## config.mk

```make
export PLATFORM = sky130hd
export DESIGN_NAME = display_arbiter
export DESIGN_NICKNAME = d
export VERILOG_FILES = /design/src/rtl/display_arbiter.sv
export SDC_FILE = /design/constraint.sdc
export NUM_CORES = 1
export LEC_CHECK = 0
export CELL_PAD_IN_SITES_DETAIL_PLACEMENT = 1
export CELL_PAD_IN_SITES_GLOBAL_PLACEMENT = 1
export CORE_ASPECT_RATIO = 1.2
export CORE_MARGIN = 5
export CORE_UTILIZATION = 30
export CTS_CLUSTER_SIZE = 28
export DETAILED_ROUTE_END_ITERATION = 10
export PLACE_DENSITY_LB_ADDON = 0.25
export SLEW_MARGIN = 10
export SYNTH_ARGS = -nofsm -noshare
export SYNTH_HDL_FRONTEND = slang
export SYNTH_SLANG_ARGS = --single-unit
```

## constraint.sdc

```tcl
create_clock -name clk -period 7.11 [get_ports clk]
set_input_delay 1.7775 -clock clk [delete_from_list [all_inputs] [get_ports clk]]
set_output_delay 1.7775 -clock clk [all_outputs]
set_load 0.01 [all_outputs]
```

## src/rtl/display_arbiter.sv

```systemverilog
`default_nettype none
// display_arbiter: round-robin ownership of the shared 4-digit display with a minimum hold time.
// The owner's value is tracked live and clamped to 0..9999 before it reaches the display driver.
module display_arbiter #(
  parameter int unsigned HOLD_CYCLES = 10_000_000
) (
  input  logic        clk,
  input  logic        rst_n,
  input  logic [2:0]  req,
  input  logic [13:0] num0,
  input  logic [13:0] num1,
  input  logic [13:0] num2,
  output logic [2:0]  gnt,
  output logic [13:0] number,
  output logic        sat
);

  localparam logic [13:0] MAX_DISPLAY = 14'd9999;
  localparam logic [23:0] HOLD_RELOAD = 24'(HOLD_CYCLES - 1);

  typedef enum logic [0:0] {
    IDLE = 1'b0,
    OWN  = 1'b1
  } state_t;

  state_t      state;
  logic [1:0]  ptr;         // last winner; equals the current owner while in OWN
  logic [23:0] hold_cnt;
  logic [1:0]  pick;
  logic        pick_valid;
  logic [1:0]  search_idx;
  logic [13:0] owner_val;
  logic [13:0] pick_val;

  function automatic logic [1:0] next_idx(input logic [1:0] i);
    return (i == 2'd2) ? 2'd0 : i + 2'd1;
  endfunction

  function automatic logic [13:0] value_of(input logic [1:0] i, input logic [13:0] v0,
                                           input logic [13:0] v1, input logic [13:0] v2);
    case (i)
      2'd0:    return v0;
      2'd1:    return v1;
      default: return v2;
    endcase
  endfunction

  function automatic logic [13:0] clamp(input logic [13:0] v);
    return (v > MAX_DISPLAY) ? MAX_DISPLAY : v;
  endfunction

  function automatic logic [2:0] onehot(input logic [1:0] i);
    return 3'b001 << i;
  endfunction

  // Search starts just after the last winner, so the owner itself is considered last.
  always_comb begin
    pick       = ptr;
    pick_valid = 1'b0;
    search_idx = ptr;
    for (int k = 0; k < 3; k++) begin
      search_idx = next_idx(search_idx);
      if (!pick_valid && req[search_idx]) begin
        pick       = search_idx;
        pick_valid = 1'b1;
      end
    end
  end

  assign owner_val = value_of(ptr, num0, num1, num2);
  assign pick_val  = value_of(pick, num0, num1, num2);

  always_ff @(posedge clk) begin
    if (!rst_n) begin
      state    <= IDLE;
      gnt      <= 3'b000;
      number   <= 14'd0;
      sat      <= 1'b0;
      hold_cnt <= 24'd0;
      ptr      <= 2'd2;
    end else begin
      case (state)
        IDLE: begin
          if (pick_valid) begin
            state    <= OWN;
            ptr      <= pick;
            gnt      <= onehot(pick);
            number   <= clamp(pick_val);
            sat      <= (pick_val > MAX_DISPLAY);
            hold_cnt <= HOLD_RELOAD;
          end
        end
        OWN: begin
          if (hold_cnt != 24'd0) begin
            hold_cnt <= hold_cnt - 24'd1;
            number   <= clamp(owner_val);
            sat      <= (owner_val > MAX_DISPLAY);
          end else if (pick_valid) begin
            ptr      <= pick;
            gnt      <= onehot(pick);
            number   <= clamp(pick_val);
            sat      <= (pick_val > MAX_DISPLAY);
            hold_cnt <= HOLD_RELOAD;
          end else begin
            state <= IDLE;
            gnt   <= 3'b000;
          end
        end
        default: begin
          state <= IDLE;
          gnt   <= 3'b000;
        end
      endcase
    end
  end

endmodule
`default_nettype wire

```

# Word-level counts from Yosys, hierarchy flattened
# Index checks and enable logic that the tools add are counted.
dict set report word_totals {
  ff_bits 45
  in_bits 47
}
dict set report classes {
  n_addsub 4
  magnitude_cmp 5
  n_eq_ne 7
  shifts 1
  muxes 38
  bitwise 1
  n_reduce_logical 8
}
# op n
set ops {}
lappend ops {{one-hot mux 14 bit (2 select lines)} 3}
lappend ops {{2-to-1 mux 14 bit} 4}
lappend ops {{2-to-1 mux 24 bit} 2}
lappend ops {{one-hot mux 24 bit (2 select lines)} 1}
lappend ops {{greater-than comparator 14 bit (second input constant)} 2}
lappend ops {{nonzero test 24 bit} 1}
lappend ops {{subtractor 24 x 1 -> 24 bit (second input constant)} 1}
lappend ops {{2-to-1 mux 2 bit} 8}
lappend ops {{2-to-1 mux 1 bit} 10}
lappend ops {{< comparator 2 x 3 -> 1 bit (second input constant)} 3}
lappend ops {{2-to-1 mux 3 bit} 3}
lappend ops {{adder 2 x 1 -> 2 bit (second input constant)} 3}
lappend ops {{binary-select mux 1 bit (select 2 bit)} 3}
lappend ops {{equality test 2 bit (second input constant)} 3}
lappend ops {{one-hot mux 3 bit (2 select lines)} 1}
lappend ops {{equality test 2 x 1 -> 1 bit (second input constant)} 2}
lappend ops {{logical NOT 2 bit} 2}
lappend ops {{!= test 2 bit (second input constant)} 2}
lappend ops {{one-hot mux 1 bit (2 select lines)} 2}
lappend ops {{one-hot mux 2 bit (2 select lines)} 1}
lappend ops {{<< shifter 1 x 2 -> 3 bit (first input constant)} 1}
lappend ops {{logical AND 1 bit} 2}
lappend ops {{logical NOT 1 bit} 2}
lappend ops {{AND reduction 2 bit} 1}
lappend ops {{NOT 1 bit} 1}

# Logic depth before layout (Yosys ltp)
dict set report logic_depth {
  ltp_word 18
  depth_mapped 10
  depth_no_buf 8
}

# Least setup slack after synthesis
# Ideal clock, no wire load.
dict set report synth_path {
  kind {input-to-reg}
  from {input port req[0]}
  to {register number[7]}
  setup_ns 0.122
  t_arrival_ns 3.514
  t_required_ns 6.988
  setup_slack_ns 3.474
  path_stages 8
  cell_sequence {buf_6 nor3b_1 or3_1 clkbuf_1 a211o_1 o211a_1 a31oi_4 o311a_1}
}
dict set report synth_between {
  elab_chain_cells 16
}
# element line
set synth_rtl {}
lappend synth_rtl {{from (decl)} 9} ;# input logic [2:0] req,
lappend synth_rtl {{binary-select mux 1 bit (select 2 bit)} 63} ;# if (!pick_valid && req[search_idx]) begin
lappend synth_rtl {{2-to-1 mux 1 bit (not written as such)} 63}
lappend synth_rtl {{2-to-1 mux 1 bit} 63}
lappend synth_rtl {{logical NOT 1 bit} 63}
lappend synth_rtl {{logical AND 1 bit} 63}
lappend synth_rtl {{2-to-1 mux 1 bit} 63}
lappend synth_rtl {{logical NOT 1 bit} 63}
lappend synth_rtl {{logical AND 1 bit} 63}
lappend synth_rtl {{2-to-1 mux 2 bit} 63}
lappend synth_rtl {{equality test 2 x 1 -> 1 bit or logical NOT 2 bit (tied branches)} 41} ;# case (i)
lappend synth_rtl {{one-hot mux 14 bit (2 select lines)} 41}
lappend synth_rtl {{greater-than comparator 14 bit} 49} ;# return (v > MAX_DISPLAY) ? MAX_DISPLAY : v;
lappend synth_rtl {{2-to-1 mux 14 bit} 49}
lappend synth_rtl {{2-to-1 mux 14 bit *} {84, 98}}
lappend synth_rtl {{2-to-1 mux 14 bit} 94} ;# if (hold_cnt != 24'd0) begin
lappend synth_rtl {{one-hot mux 14 bit (2 select lines) *} 82} ;# case (state)
lappend synth_rtl {{to (signal assigned)} 88} ;# number <= clamp(pick_val);
lappend synth_rtl {{to (signal assigned)} 96} ;# number <= clamp(owner_val);
lappend synth_rtl {{to (signal assigned)} 101} ;# number <= clamp(pick_val);
lappend synth_rtl {{to (decl)} 14} ;# output logic [13:0] number,
# Every way passes the cells marked *; elsewhere a longest branch is shown, timed or not. The select of a mux whose other input is x is not followed.
# A chain may end at the register's enable or synchronous reset.

# Worst setup path after layout
dict set report layout_path {
  from {input port req[1]}
  to {register number[12]}
}
# Same word-level chain as after synthesis.

==> summary.txt <==
Status
  – Outcome: finished clean

Place
  – # placed instances: 561
  – Port Buffers: 64
  – GPL Wtd Cong: around 0.9
  – Dpl hpwl: 8.323 mm

Synth
  – Net count of the mapped netlist: 441
  – Top post-synthesis cells by area: dfxtp_1 29%, o21ai_0 4.5%, nand2_1 4.5%
  – Yosys reg bits: 45
  – Yosys cell types: 61
  – Synth Area in Compound Gates: 33.67%
  – Adder-cell share of the synthesized area: 0.4027%
  – Yosys warns: 0
  – Syn_area_per_cell: ~7.9 um^2
  – Post-synthesis sequential area ratio: 29.00%
  – Post-Synth XOR/XNOR Area: less than 1%
  – Post-synthesis async set-or-reset flop share: 0%
  – Largest family of logic cells by synthesized area: compound AO/OA/AOI/OAI gates
  – EDFF count, synth: 0
  – Top cell type's share of synthesized area: 29.00%
  – Post-synth top area cell: dfxtp_1
  – Mux cell area share after synthesis: approximately 6.4%
  – Mapped Area: 0.003107 mm^2
  – Main synth FF type: dfxtp_1
  – Cells after synthesis: just under 400
  – Post-Synth Simple-Gate Area: 24.45%

Finish
  – Fill cell count: 1203
  – N_diodes: 0
  – # nets final: 490
  – Share of layout cells above drive strength 1: 5.643%
  – Layout Cells excl Fill: ~570
  – Syn-to-layout area delta: 28.03%

Global route
  – Gr usage total: 17.74%
  – Vias in the first global route: between 3000 and 4000
  – GRT overflow: 0
  – First-pass GRT wire length: about 18 mm
  – Largest net degree at the start of global routing: 36
  – Initial antenna violation count: 0

Detailed routing
  – Vias per cell: just under 6
  – Initial drt markers: 166
  – Routed WL per cell: 19.11 um
  – Vias: 3322
  – Drt drc: 0
  – Routed wire length: between 10 and 15 mm
  – Routed Antenna Nets: 0
  – DR pass1 iterations: 4

Setup path
  – Slowest CP cell: nor3b_1
  – Reg-to-reg endpoint: number[0]$_SDFF_PN0_
  – Crit-path cells: clkdlybuf4s50_1 -> nor3b_1 -> or3_1 -> mux2i_1 -> nand2_1 -> o31a_1 -> o22ai_1
  – Worst setup path class: primary input to flip-flop
  – WP data required: 7310 ps
  – Worst EP arrival: 4760 ps
  – Setup crit start kind: primary input
  – Worst reg-to-reg path cell count: 6
  – Reg2Reg Setup Slack: around 3700 ps
  – R2r startpoint: ptr[1]$_SDFFE_PN1P_
  – CP Capture Type: flip-flop
  – Worst Path Max Fanout: 12
  – Slowest stage delay, CP: 1030 ps

Die
  – Placeable core area: ~0.010 mm^2
  – Die area: approximately 0.012 mm^2
  – Die height: 121.5 um
  – Starting Density: 30.88%
  – Row count: 40
  – Io pins: 65
  – Die X-Extent: 102.9 um

Timing
  – Hold_ws: 459.6 ps
  – Max-slew violation count: 0
  – RSZ-0062 raised after global routing: false
  – Setup TNS: 0 ps
  – Fmax: 219.6 MHz
  – Slew @ Worst Pin: 1251 ps
  – Setup-failing EPs final: 0
  – Fin crit period: around 4600 ps
  – Final period util: 64.04%
  – Final hold violation count: 0
  – Relative slew slack: 16.39%
  – Clk_skew: 8.116 ps

Power and ir drop
  – Total power: 812.3 uW
  – P per Cell Area: 204.2 mW/mm^2
  – Leak: 1.416 nW
  – Worst vdd ir: 0.00008079 V

CTS
  – Max clock buf depth: 2
  – Worst-skew pair later-pin latency: 290 ps
  – CTS tree: done
  – CTS Hold Bufs: 0
  – Post_cts resized: 0
  – Post CTS Setup Buffer Count: 0
  – CTS clk-pin slew, worst paths: approximately 70 ps
  – CTS Root Cell: clkbuf_16
  – # clock sinks: 45
  – H-tree Lvls: 2
  – CTS Buf Count: 5

Hold path
  – Worst Hold Class: flip-flop to flip-flop
  – Hold Crit Endpoint: gnt[2]$_SDFFE_PN0P_
  – Hold path depth: 2
  – Critical hold path startpoint: gnt[2]$_SDFFE_PN0P_

Job
  – Max-cap violations: 0
## synth_stat cells, types with 7 or more instances
library cell / n
nor2_1: 25
nor3_1: 11
dfxtp_1: 45
a21oi_1: 27
nor4_1: 11
nand3_1: 9
o21ai_0: 28
inv_1: 11
buf_2: 9
a311oi_1: 7
a211oi_1: 13
or3_1: 12
mux2i_1: 13
o22ai_1: 11
nand2_1: 37
clkbuf_1: 13
## layout make-up
class                      instances  area, um^2  area share, %
clock inverter                     1       30.03         0.7550
inverter                          12       45.04          1.132
timing repair buffer              67       663.1          16.67
tap                              126       157.7          3.964
sequential                        45       900.9          22.65
multi-input combinational        311        2038          51.24
clock buffer                       7       142.6          3.586
## kinds of logic (layout without fill, tap and decap cells)
group	after synthesis	count (layout)
compound gates	147	147
xor+xnor	2	2
fa+ha+maj	1	1
buf+inv	37	87
flops	45	45
mux	19	19
simple gates	142	142
## layer usage
layer | vias to the layer above | part of all wire (%) | global-route usage [%]
met4 | 0 | 1.3 | 5.101
met1 | 1605 | 47 | 23.42
li1 | 1624 | - | -
met3 | 8 | 3.9 | 2.530
met5 | - | 0 | 0
met2 | 85 | 48 | 29.65
## worst max-delay path: cells and delay by family
family          cells  cell delay (ps)
compound gates      2              490
buf+inv             1              590
mux                 1              260
simple gates        3             1640
## flip-flops by register name (all words and copies together), names as in the netlist
name      cells
state         1
sat           1
gnt           3
hold_cnt     24
number       14
ptr           2
## how the worst max path moves through the flow
stage | from | end | slack [ps] | cells past startpoint
detailed placement | req[1] | number[9]$_SDFF_PN0_ | 2310 | 7
global route | req[1] | number[11]$_SDFF_PN0_ | 2320 | 7
finish | req[1] | number[12]$_SDFF_PN0_ | 2560 | 7
floorplan | req[0] | number[7]$_SDFF_PN0_ | 3470 | 8
CTS | req[1] | number[12]$_SDFF_PN0_ | 2610 | 7
global placement | req[1] | number[12]$_SDFF_PN0_ | 2380 | 7
## stage by stage
step,worst slack [ps],utilization (%),cell area [um^2]
floorplan,3474,-,3107
global placement,2382,37.82,3805
detailed placement,2312,37.82,3805
CTS,2608,39.54,3978
global route,2322,39.54,3978
finish,2557,39.54,3978
## placed cells by master, fill, tap and decap left out, types with 10 or more instances in the layout
cell             instances
clkdlybuf4s50_1         64
dfxtp_1                 45
nand2_1                 37
o21ai_0                 28
a21oi_1                 27
nor2_1                  25
a211oi_1                13
mux2i_1                 13
or3_1                   12
inv_1                   11
nor4_1                  11
o22ai_1                 11
nor3_1                  10
## report_power, final
| part | internal [mW] | total, mW | switching (mW) |
|---|---|---|---|
| Sequential | 0.274 | 0.304 | 0.0293 |
| Combinational | 0.111 | 0.234 | 0.124 |
| Clock | 0.176 | 0.274 | 0.0984 |
Power figures use the tool's default switching activity.
